File: config.mk
export PLATFORM = sky130hd
export DESIGN_NAME = unit_run_sequencer
export DESIGN_NICKNAME = d
export VERILOG_FILES = /design/src/rtl/unit_run_sequencer.sv
export SDC_FILE = /design/constraint.sdc
export NUM_CORES = 1
export LEC_CHECK = 0
export BUFFER_PORTS_ARGS = -buffer_cell sky130_fd_sc_hd__buf_4
export CORE_MARGIN = 4
export CORE_UTILIZATION = 40
export DETAILED_ROUTE_END_ITERATION = 12
export GPL_TIMING_DRIVEN = 0
export PLACE_DENSITY = 0.71
export SYNTH_ARGS = -nofsm -noshare
export SYNTH_HDL_FRONTEND = slang
export SYNTH_SLANG_ARGS = --single-unit
export TNS_END_PERCENT = 20
File: constraint.sdc
create_clock -name clk -period 5.75 [get_ports clk]
set_input_delay 0 -clock clk [delete_from_list [all_inputs] [get_ports clk]]
set_output_delay 0 -clock clk [all_outputs]
set_load 0.02 [all_outputs]
File: src/rtl/unit_run_sequencer.sv
// Run controller: launches NUM_UNITS sub-units in index order over a start/done handshake,
// accumulates their error counts (saturating) and aborts on a per-unit watchdog timeout.
module unit_run_sequencer #(
  parameter int NUM_UNITS = 10,
  parameter int TIMEOUT   = 1000,
  parameter int ERR_W     = 16,
  localparam int CUR_W    = (NUM_UNITS > 1) ? $clog2(NUM_UNITS) : 1,
  localparam int WD_W     = $clog2(TIMEOUT + 1)
) (
  input  logic                       clk,
  input  logic                       rst_n,
  input  logic                       run,
  output logic [NUM_UNITS-1:0]       unit_start,
  input  logic [NUM_UNITS-1:0]       unit_done,
  input  logic [NUM_UNITS*ERR_W-1:0] unit_err,
  output logic                       busy,
  output logic                       run_done,
  output logic                       pass,
  output logic                       timed_out,
  output logic [CUR_W-1:0]           cur_unit,
  output logic [ERR_W-1:0]           total_errors
);

  typedef enum logic [1:0] {S_IDLE, S_LAUNCH, S_WAIT, S_REPORT} state_t;

  state_t           r_state, w_state_nxt;
  logic [CUR_W-1:0] r_cur;
  logic [WD_W-1:0]  r_wdog;
  logic [ERR_W-1:0] r_total;
  logic             r_pass;
  logic             r_timed_out;

  logic             w_done_cur;
  logic [ERR_W-1:0] w_err_cur;
  logic             w_last;
  logic             w_expire;
  logic [ERR_W-1:0] w_add;
  logic [ERR_W:0]   w_sum;
  logic [ERR_W-1:0] w_sat;

  assign w_done_cur = unit_done[r_cur];
  assign w_err_cur  = unit_err[r_cur*ERR_W +: ERR_W];
  assign w_last     = (r_cur == CUR_W'(NUM_UNITS - 1));
  // Watchdog holds the count of completed WAIT cycles; this is the last cycle a done is accepted.
  assign w_expire   = (r_wdog == WD_W'(TIMEOUT - 1));

  // Done wins over expiry; a timeout charges one error against the run.
  assign w_add = w_done_cur ? w_err_cur : ERR_W'(1);
  assign w_sum = {1'b0, r_total} + {1'b0, w_add};
  assign w_sat = w_sum[ERR_W] ? {ERR_W{1'b1}} : w_sum[ERR_W-1:0];

  always_comb begin
    w_state_nxt = r_state;
    case (r_state)
      S_IDLE:   if (run) w_state_nxt = S_LAUNCH;
      S_LAUNCH: w_state_nxt = S_WAIT;
      S_WAIT: begin
        if (w_done_cur)    w_state_nxt = w_last ? S_REPORT : S_LAUNCH;
        else if (w_expire) w_state_nxt = S_REPORT;
      end
      S_REPORT: w_state_nxt = S_IDLE;
      default:  w_state_nxt = S_IDLE;
    endcase
  end

  always_ff @(posedge clk or negedge rst_n) begin
    if (!rst_n) begin
      r_state     <= S_IDLE;
      r_cur       <= '0;
      r_wdog      <= '0;
      r_total     <= '0;
      r_pass      <= 1'b0;
      r_timed_out <= 1'b0;
    end else begin
      r_state <= w_state_nxt;
      case (r_state)
        S_IDLE: begin
          if (run) begin
            r_cur       <= '0;
            r_total     <= '0;
            r_pass      <= 1'b0;
            r_timed_out <= 1'b0;
          end
        end
        S_LAUNCH: r_wdog <= '0;
        S_WAIT: begin
          r_wdog <= r_wdog + WD_W'(1);
          if (w_done_cur) begin
            r_total <= w_sat;
            if (w_last) r_pass <= (w_sat == '0);
            else        r_cur  <= r_cur + CUR_W'(1);
          end else if (w_expire) begin
            r_total     <= w_sat;
            r_timed_out <= 1'b1;
            r_pass      <= 1'b0;
          end
        end
        default: ;
      endcase
    end
  end

  always_comb begin
    unit_start = '0;
    if (r_state == S_LAUNCH) unit_start[r_cur] = 1'b1;
  end

  assign busy         = (r_state == S_LAUNCH) || (r_state == S_WAIT);
  assign run_done     = (r_state == S_REPORT);
  assign pass         = r_pass;
  assign timed_out    = r_timed_out;
  assign cur_unit     = r_cur;
  assign total_errors = r_total;

endmodule

Word level (Yosys, flattened, before mapping)
Cells that the tools add are included.
- add/sub/neg operators: 3
- order comparisons: 2
- equality and inequality tests: 12
- shift-type cells: 1
- muxes and demuxes: 29
- reductions and logical operators: 11
- operator list (cell ; count):
    160-bit by 9-bit indexed part select with 16-bit output ; 1
    16-bit 2-to-1 mux ; 5
    16-bit case mux with 2 select lines ; 1
    10-bit case mux with 2 select lines ; 1
    16-bit by 16-bit adder with 17-bit output ; 1
    16-bit logical NOT ; 1
    4-bit 2-to-1 mux ; 3
    4-bit AND reduction ; 3
    10-bit by 1-bit adder with 10-bit output (second input constant) ; 1
    10-bit == test (second input constant) ; 1
    10-bit 2-to-1 mux ; 1
    2-bit inequality test (second input constant) ; 5
    1-bit 2-to-1 mux ; 8
    2-bit 2-to-1 mux ; 4
    2-bit case mux with 4 select lines ; 1
    4-bit case mux with 2 select lines ; 1
    3-bit inequality test (second input constant) ; 2
    4-bit by 5-bit < comparator with 1-bit output (second input constant) ; 1
    4-bit by 1-bit adder with 4-bit output (second input constant) ; 1
    1-bit binary-select mux with 4-bit select ; 1
    1-bit demux with 4-bit select ; 1
    2-bit == test (second input constant) ; 2
    4-bit == test (second input constant) ; 1
    4-bit by 1-bit >= comparator with 1-bit output (second input constant) ; 1
    8 further kinds ; 10
- register bits: 34
- input port bits: 173
- output and inout port bits: 34
- logic and storage cells: 64

Logic depth before layout (Yosys ltp)
Gate-level depths: netlist of run 1.
- word-level depth: 9
- depth in mapped cells: 17
- depth with buffers taken out: 13

Least setup slack after synthesis of run 1
OpenSTA, ideal clock, no wires.
- path kind: reg-to-reg
- start point: reg r_cur[2], in the netlist cur_unit[2]
- end point: reg r_pass, in the netlist pass
- setup time: 66 ps
- data arrival time: 4049 ps
- path slack: 1635 ps
- cell stages (with the launch flop): 18
- buffers on the path: 4
- path through: dfrtp_1 clkbuf_1 or3b_1 clkbuf_1 nor2_1 or2_1 buf_2 clkbuf_1 o221ai_1 ha_1 fa_1 a21o_1 a221oi_2 xnor2_1 or4_1 nor4_1 nand4b_1 nand2_1
- longest elaborated chain between the ends: 9
- elaborated cells on any way between the ends: 14
- RTL lines (item ; RTL line ; RTL):
    start: declaration ; 27 ; logic [CUR_W-1:0] r_cur;
    start signal: assignment ; 91 ; else r_cur <= r_cur + CUR_W'(1);
    branches (longest 9 deep; another with 16-bit by 16-bit adder with 17-bit output) ; - ;
    end signal: assignment ; 90 ; if (w_last) r_pass <= (w_sat == '0);
    end: declaration ; 30 ; logic r_pass;
Several ways; the timed one is not identified. The select of a mux whose other input is x is not followed.
A chain may end at the register's enable or synchronous reset.

Worst setup path after layout of run 1
Ends and elaborated chain as after synthesis.

==> qor.yml, run 1 <==
swShare_pct: 50.50
worst_slew_margin_rel_pct: 48.80
utilization_pct: 59.84
grt_antenna_before_repair: 1
avgRoutedWirePerCell_um: 19.78
num_io_pins: 207
yosysSeqAreaShare_pct: 20.49
crit_fanout: 10
cts-buffers-inserted: 5
clock_sink_count: 34
finalNetCount: 869
synthFlopType: "dfrtp_1"
internal-power_mw: 1.205
p_switching_mw: 1.229
grt_pass1_vias: 4670
ant_nets: 0
layout_common_cells: "207 x buf_4, 37 x nand2_1, 36 x mux2i_1, 35 x nor2_1"
max-clock-path-buffers: 2
grt_first_pass_wirelength_um: 24050
power_frac_clock_pct: 7.2
cts-resized-gates: 0
required_ns: 5.97
cp_cell_sequence: "clkbuf_1 > or3b_1 > clkbuf_1 > nor2_1 > or2_1 > buf_2 > clkbuf_1 > o221ai_1 > ha_1 > fa_1 > a21o_1 > a221oi_2 > xnor2_1 > or4_1 > nor4_1 > nand4b_1 > nand2_1"
io_buffers: 206
max-cap-violations: 0
fin_ws_ns: 0.7404
synth_edf_count: 0
pwr-share-seq_pct: 15.1
ctsHtreeMaxLevel: 2
start_kind: "flip-flop"
end_kind: "flip-flop"
final_hold_viol_count: 0
ir_drop_uv: 221.7
critical_path_class: "reg -> reg"
period_needed_ns: 5.010
synth_area_leaders: "dfrtp_1 20%, mux4_2 18%, mux2i_1 8.7%, ha_1 7.5%, o21ai_0 3.7%"
clock_latency_ns: 0.28
drv_slew: 0
drive_gt1_share_pct: 40.66
grt_max_degree: 35
tns_ns: 0
dieArea_um2: 12070
power.total_mw: 2.434
worstMarginPinSlew_ns: 0.7679
gp_congestion: 0.9213
n_antenna_cell: 0
clkTransAtPathRegs_ns: 0.07
comb_power_share_pct: 77.7
ys_warn_count: 0
multi_input_area_um2: 3098
post-place-ws_ns: 0.8194
fin_crit_sh_pct: 87.12
vias: 4623
fp.coreArea_um2: 9955
die_y_um: 109.9
max_freq_ghz: 0.1996
wl_met1_um: 6223
routed_wl_um: 15860
hp-class: "in -> reg"
final_common_cell: "buf_4"
drc: 0
crit_slowest_cell: "or4_1"
cts_tree: "done"
via_per_inst: 5.764
synth_fp_nets: 655
root_buffer: "clkbuf_8"
final_area_um2: 5957
finalClockSkew_ns: 0.008582
routed.top_layer: "met5"
yosysUniqueCellTypes: 59
track_usage_pct: 26.03
place_area_um2: 5864
num_rows: 36
cpPeakStageDelay_ns: 0.56
syn_area_per_cell_um2: 9.104
synth_area_leader_cell: "dfrtp_1"
outcome: "finished, final reports clean"
drt-initial-drc-count: 328
ys_async_sr_fraction_pct: 100.0
first_pass_iters: 5
overflow: 0
cp.arrival_ns: 5.23
synthCells: 456
critPathMostFrequentCell: "clkbuf_1"
place_hpwl_um: 13640
wl_met3_um: 1290
hold_buffers: 1
power_density_nw_per_um2: 408.6
initial_core_util_pct: 41.70
die_w_um: 109.9
ff_latch_area_um2: 850.8
post_cts_buffers: 0
setup_viol: 0
netlist_area_um2: 4151
p_leak_nw: 2.719
fill_cells: 881
route.met2.wl_um: 7922
ys_ff_latch: 34
yosysTopAreaCellShare_pct: 20.49
rsz0062_at_grt: "no"
areaGrowthSynthToFinish_pct: 43.49
## sequential cells by signal, summed over array words and instances (netlist names)
register      cells
total_errors     16
pass              1
r_wdog           10
cur_unit          4
r_state           2
timed_out         1
## power groups by stage
stage,combinational (mW),sequential [mW],clock [mW]
detailed placement,1.87,0.372,0
CTS,1.88,0.367,0.174
finish,1.89,0.368,0.174
floorplan,1.29,0.405,0
global placement,1.85,0.369,0
global route,2.07,0.375,0.189
## final timing paths
| path | startpoint | to | slack (ns) | cells past startpoint |
|---|---|---|---|---|
| max in group asynchronous | rst_n | total_errors[0] | 5.21 | 2 |
| min in group asynchronous | rst_n | cur_unit[3] | 0.21 | 2 |
| setup / recovery | cur_unit[2] | pass | 0.74 | 17 |
| hold reg to reg | total_errors[5] | total_errors[5] | 0.53 | 2 |
| hold / removal | run | timed_out | 0.08 | 4 |
| setup reg to reg | cur_unit[2] | pass | 0.74 | 17 |
## cell type report
class                   count  share of cell area, %
plain buffers              31                  2.583
well taps                 133                  2.794
flip-flops and latches     34                  14.28
repair buffers            207                  26.13
clock buffers               6                  1.386
inverters                  13                 0.8192
multi-input cells         378                  52.01
## per-layer routing
metal  up-vias  global-route usage [%]
met1      2210                   34.78
li1       2159                       -
met3        33                   4.991
met5         -                       0
met4         2                   6.679
met2       219                   43.28
## critical path, delay by kind of cell (launching register included)
family          cells  cell delay, ns
simple gates        7            1.83
buf+inv             4            0.96
compound gates      3            0.89
fa+ha+maj           2            0.73
flops               1            0.39
xor+xnor            1            0.15
## synth_stat cells (all sizes together), types with 4 or more instances
library cell  count
and2             18
a21o              7
ha               25
nand3            13
and3              7
a21oi            28
inv              13
nand2b            6
clkbuf           19
nor2             35
dfrtp            34
o22ai            18
o211ai            6
xnor2             6
nor2b             4
or3               4
mux2i            36
nand4             5
o21ai            42
nand2            39
buf              12
xor2              5
mux4             34
## cells by family after synthesis
kind of cell    share of synthesized area (%)
xor+xnor                                2.321
fa+ha+maj                               8.017
buf+inv                                 4.883
flops                                   20.49
mux                                     27.12
compound gates                          19.77
simple gates                            17.39
## metrics by stage
step,hold slack [ns],cells
2_1_floorplan,-0.2956,456
3_3_place_gp,-0.02506,795
3_5_place_dp,-0.01678,795
4_1_cts,0.07550,802
5_1_grt,0.09613,802
6_report,0.07975,802
Power figures use the tool's default switching activity.
==> run 2, diff against run 1 <==
CORE_MARGIN = 1.5   (was 4)
PLACE_DENSITY = default   (was 0.71)
PLACE_DENSITY_LB_ADDON = 0.2   (was default)
==> run 2 against run 1 <==
Compared with the run above:
- total power is 0.89% higher
- count of clock-buffer cells in the layout unchanged
- register-to-register slack improved by 0.09 ns
- core utilization is 1.2 points lower
- critical endpoint unchanged
- highest routed layer is now met4
- wire length grew 3.1%
- flip-flop and latch count did not move
- sequential share of layout area about the same
- clock power increased by 11%
- cell area increased by 0.27%
- setup slack better by 0.089 ns
==> qor.yml, run 2 (same netlist as run 1, synthesis figures left out) <==
outcome: "finished, final reports clean"
start_kind: "flip-flop"
end_kind: "flip-flop"
drt-initial-drc-count: 324
finalNetCount: 869
vias: 4575
required_ns: 5.98
initial_core_util_pct: 40.76
drv_slew: 0
fin_ws_ns: 0.8290
clock_sink_count: 34
rr_startpoint: "cur_unit[2]"
io_buffers: 206
place_hpwl_um: 13910
num_io_pins: 207
gp_congestion: 0.9398
grt_first_pass_wirelength_um: 25170
max_freq_ghz: 0.2032
min_from: "run"
ctsHtreeMaxLevel: 2
critPathMostFrequentCell: "clkbuf_1"
cts-resized-gates: 0
grt_max_degree: 35
areaGrowthSynthToFinish_pct: 43.88
fill_cells: 927
max-cap-violations: 0
cp_cell_sequence: "clkbuf_1 > or3b_1 > clkbuf_1 > nor2_1 > or2_1 > buf_2 > clkbuf_1 > o221ai_1 > ha_1 > fa_1 > a21o_1 > a221oi_2 > xnor2_1 > or4_1 > nor4_1 > nand4b_1 > nand2_1"
period_needed_ns: 4.921
final_common_cell: "buf_4"
power_density_nw_per_um2: 411.1
rsz0062_at_grt: "no"
largest_register_ffs: 16
tns_ns: 0
setup_viol: 0
first_pass_iters: 7
worstMarginPinSlew_ns: 0.7854
hp-class: "in -> reg"
layout_common_cells: "207 x buf_4, 37 x nand2_1, 36 x mux2i_1, 35 x nor2_1"
dieArea_um2: 11000
n_antenna_cell: 0
worst_slew_margin_rel_pct: 47.64
max-clock-path-buffers: 2
cp_num_buf_inv: 4
post_cts_buffers: 0
track_usage_pct: 29.61
cpPeakStageDelay_ns: 0.57
post-place-ws_ns: 0.9129
power.total_mw: 2.456
cp.arrival_ns: 5.15
fp.coreArea_um2: 10180
finalClockSkew_ns: 0.01082
drc: 0
grt_pass1_vias: 4616
clock_latency_ns: 0.29
overflow: 0
num_rows: 37
p_leak_nw: 2.723
startpoint: "cur_unit[2]"
hold_buffers: 1
drive_gt1_share_pct: 40.83
final_hold_viol_count: 0
crit_fanout: 10
fin_crit_sh_pct: 85.58
via_per_inst: 5.669
routed_wl_um: 16350
critical_path_class: "reg -> reg"
cts_tree: "done"
grt_antenna_before_repair: 0
die_y_um: 104.9
crit_family: "simple AND/OR/NAND/NOR gates"
root_buffer: "clkbuf_8"
worst_hold_slack_ns: 0.06778
cts-buffers-inserted: 5
avgRoutedWirePerCell_um: 20.26
die_w_um: 104.9
clkTransAtPathRegs_ns: 0.08
ir_drop_uv: 175.7
ant_nets: 0
crit_slowest_cell: "or4_1"
-- run 2: cell count changes in the layout (fill, tap and decap cells not counted) --
cell        before  now
clkinv_2         0    1
clkinvlp_4       0    1
-- run 2: stage by stage --
step / utilization (%) / instances / area [um^2]
after floorplan: - / 456 / 4151
after global placement: 57.62 / 798 / 5868
after detailed placement: 57.62 / 798 / 5868
after CTS: 58.65 / 807 / 5973
after global routing: 58.65 / 807 / 5973
final: 58.65 / 807 / 5973
-- run 2: path summary, 6_finish.rpt --
check,endpoint,slack [ns],depth (start not counted)
worst min-delay path,cur_unit[3],0.07,4
worst min register to register,total_errors[15],0.53,2
max in group asynchronous,total_errors[4],5.22,2
worst max-delay path,pass,0.83,17
min in group asynchronous,total_errors[11],0.19,2
worst max register to register,pass,0.83,17
-- run 2: layout make-up --
type,instances,area (um^2),share of cell area (%)
timing repair buffer,207,1556,26.06
sequential,34,850.8,14.24
clock inverter,2,12.51,0.2095
buffer,31,153.9,2.576
tap,136,170.2,2.849
multi-input combinational,378,3098,51.86
inverter,13,48.80,0.8169
clock buffer,6,82.58,1.382
-- run 2: worst register-to-register path, delay by kind of cell, from the launching register on --
family	cells	cell delay (ns)
and+or+nand+nor	7	1.85
buffers and inverters	4	0.92
AOI/OAI and AO/OA	3	0.83
adders and majority gates	2	0.72
DFF	1	0.40
xor gates and xnor gates	1	0.14
-- run 2: per-layer routing --
layer | GRT usage, % | routed length [um] | up-vias
met5 | 0 | 0 | -
met4 | 8.317 | 394 | 0
met3 | 3.868 | 952 | 26
met2 | 49.86 | 7930 | 195
met1 | 39.82 | 7069 | 2202
li1 | - | - | 2152
-- run 2: power breakdown --
part / switching, mW / internal (mW)
Clock: 0.0975 / 0.0964
Sequential: 0.0637 / 0.302
Combinational: 1.08 / 0.812
==> run 3, diff against run 2 <==
REMOVE_ABC_BUFFERS = 1   (was default)
SLEW_MARGIN = 20   (was default)
==> run 3 against run 2 <==
Compared with the run above:
- wire length decreased by 18%
- register-to-register slack got worse by 0.22 ns
- die area unchanged
- cell area decreased by 1.5%
- flip-flop and latch count unchanged
==> qor.yml, run 3 (same netlist as run 1, synthesis figures left out) <==
cp_cell_sequence: "or3b_1 > nor2_1 > or2_1 > o221ai_1 > ha_1 > fa_1 > a21o_1 > a221oi_2 > xnor2_1 > or4_1 > nor4_1 > nand4b_1 > nand2_1"
comb_power_share_pct: 74.6
fp.coreArea_um2: 10180
n_antenna_cell: 0
final_common_cell: "buf_4"
tns_ns: 0
cts-buffers-inserted: 5
fin_crit_sh_pct: 89.34
grt_antenna_before_repair: 0
via_per_inst: 5.645
finalClockSkew_ns: 0.002710
first_pass_iters: 4
areaGrowthSynthToFinish_pct: 41.77
final-instance-count-excl-fill: 778
root_buffer: "clkbuf_8"
max-clock-path-buffers: 2
end_kind: "flip-flop"
clkTransAtPathRegs_ns: 0.07
p_leak_nw: 2.660
worst_slew_margin_rel_pct: 51.07
die_y_um: 104.9
layout_common_cells: "206 x buf_4, 37 x nand2_1, 36 x mux2i_1, 35 x nor2_1, 34 x mux4_2"
clock_latency_ns: 0.29
routed_wl_um: 13380
utilization_pct: 57.79
required_ns: 5.98
p_switching_mw: 1.172
initial_core_util_pct: 40.76
max-cap-violations: 0
worst_hold_slack_ns: 0.07593
cpPeakStageDelay_ns: 0.74
cp.arrival_ns: 5.36
dieArea_um2: 11000
post_cts_buffers: 0
final_hold_viol_count: 0
numPlacedInstances: 769
drc: 0
crit_fanout: 28
ant_nets: 0
crit_slowest_cell: "or3b_1"
finalNetCount: 840
num_rows: 37
track_usage_pct: 24.41
drive_gt1_share_pct: 42.06
cts_tree: "done"
grt_max_degree: 41
overflow: 0
vias: 4392
grt_pass1_vias: 4541
period_needed_ns: 5.137
internal-power_mw: 1.187
place_hpwl_um: 10490
power.total_mw: 2.358
hp-class: "in -> reg"
pwr-share-seq_pct: 17.3
drt-initial-drc-count: 197
max_freq_ghz: 0.1947
reg2reg_slack_ns: 0.61
worstMarginPinSlew_ns: 0.7338
ir_drop_uv: 190.7
gp_congestion: 0.9211
start_kind: "flip-flop"
outcome: "finished, final reports clean"
rsz0062_at_grt: "no"
setup_viol: 0
critical_path_class: "reg -> reg"
largest_register_ffs: 16
swShare_pct: 49.68
fill_cells: 922
clock_sink_count: 34
num_io_pins: 207
io_buffers: 206
grt_first_pass_wirelength_um: 21820
avgRoutedWirePerCell_um: 17.19
power_density_nw_per_um2: 400.7
power_frac_clock_pct: 8.1
drv_slew: 0
die_w_um: 104.9
ctsHtreeMaxLevel: 2
-- run 3: cell types whose count changed in the layout (fill, tap and decap cells not counted), sizes merged --
cell	change
buf	-10
clkbuf	-19
-- run 3: worst max-delay path: cells and delay by family (launching register included) --
family                   cells  cell delay [ns]
flip-flops                   1             0.67
AO/OA/AOI/OAI                3             0.86
AND/OR/NAND/NOR              7             2.66
adder cells (fa/ha/maj)      2             0.71
XOR/XNOR                     1             0.18
-- run 3: final cells by class --
type / count / area, um^2 / area share [%]
flip-flops and latches: 34 / 858.3 / 14.58
inverters: 13 / 48.80 / 0.8291
repair buffers: 209 / 1612 / 27.38
clock buffers: 6 / 82.58 / 1.403
clock inverters: 2 / 12.51 / 0.2126
well taps: 136 / 170.2 / 2.891
multi-input cells: 378 / 3102 / 52.70
-- run 3: power groups by stage --
stage          Sequential, mW  Combinational (mW)  Clock [mW]
2_1_floorplan           0.482                1.17           0
3_3_place_gp            0.465                1.67           0
3_5_place_dp            0.416                1.75           0
4_1_cts                 0.411                1.76       0.196
5_1_grt                 0.423                1.95       0.207
6_report                0.408                1.76       0.190
-- run 3: per-stage QoR --
step                area, um^2  setup slack [ns]
detailed placement        5779            0.3338
global route              5886            0.2360
CTS                       5884            0.2995
finish                    5886            0.6129
global placement          5714           -0.9690
floorplan                 3998            0.1216
-- run 3: metal layers --
| metal | vias to the layer above | part of all wire, % | track usage (%) |
|---|---|---|---|
| li1 | 2104 | - | - |
| met1 | 2081 | 40 | 27.89 |
| met2 | 178 | 51 | 45.05 |
| met3 | 29 | 6.6 | 5.053 |
| met4 | 0 | 2.7 | 7.828 |
| met5 | - | 0 | 0 |
-- run 3: final timing paths --
check	from	to	cells after the start
worst min-delay path	run	timed_out	4
max in group asynchronous	rst_n	cur_unit[0]	2
worst max register to register	cur_unit[2]	pass	13
worst min register to register	pass	pass	2
worst max-delay path	cur_unit[2]	pass	13
min in group asynchronous	rst_n	total_errors[10]	2
-- run 3: what timing repair did --
| item | CTS | global route |
|---|---|---|
| hold buffers | 1 | 0 |
| gates resized for setup | 0 | 1 |
| hold endpoints to repair | 34 | 0 |
| setup endpoints to repair | 0 | 1 |
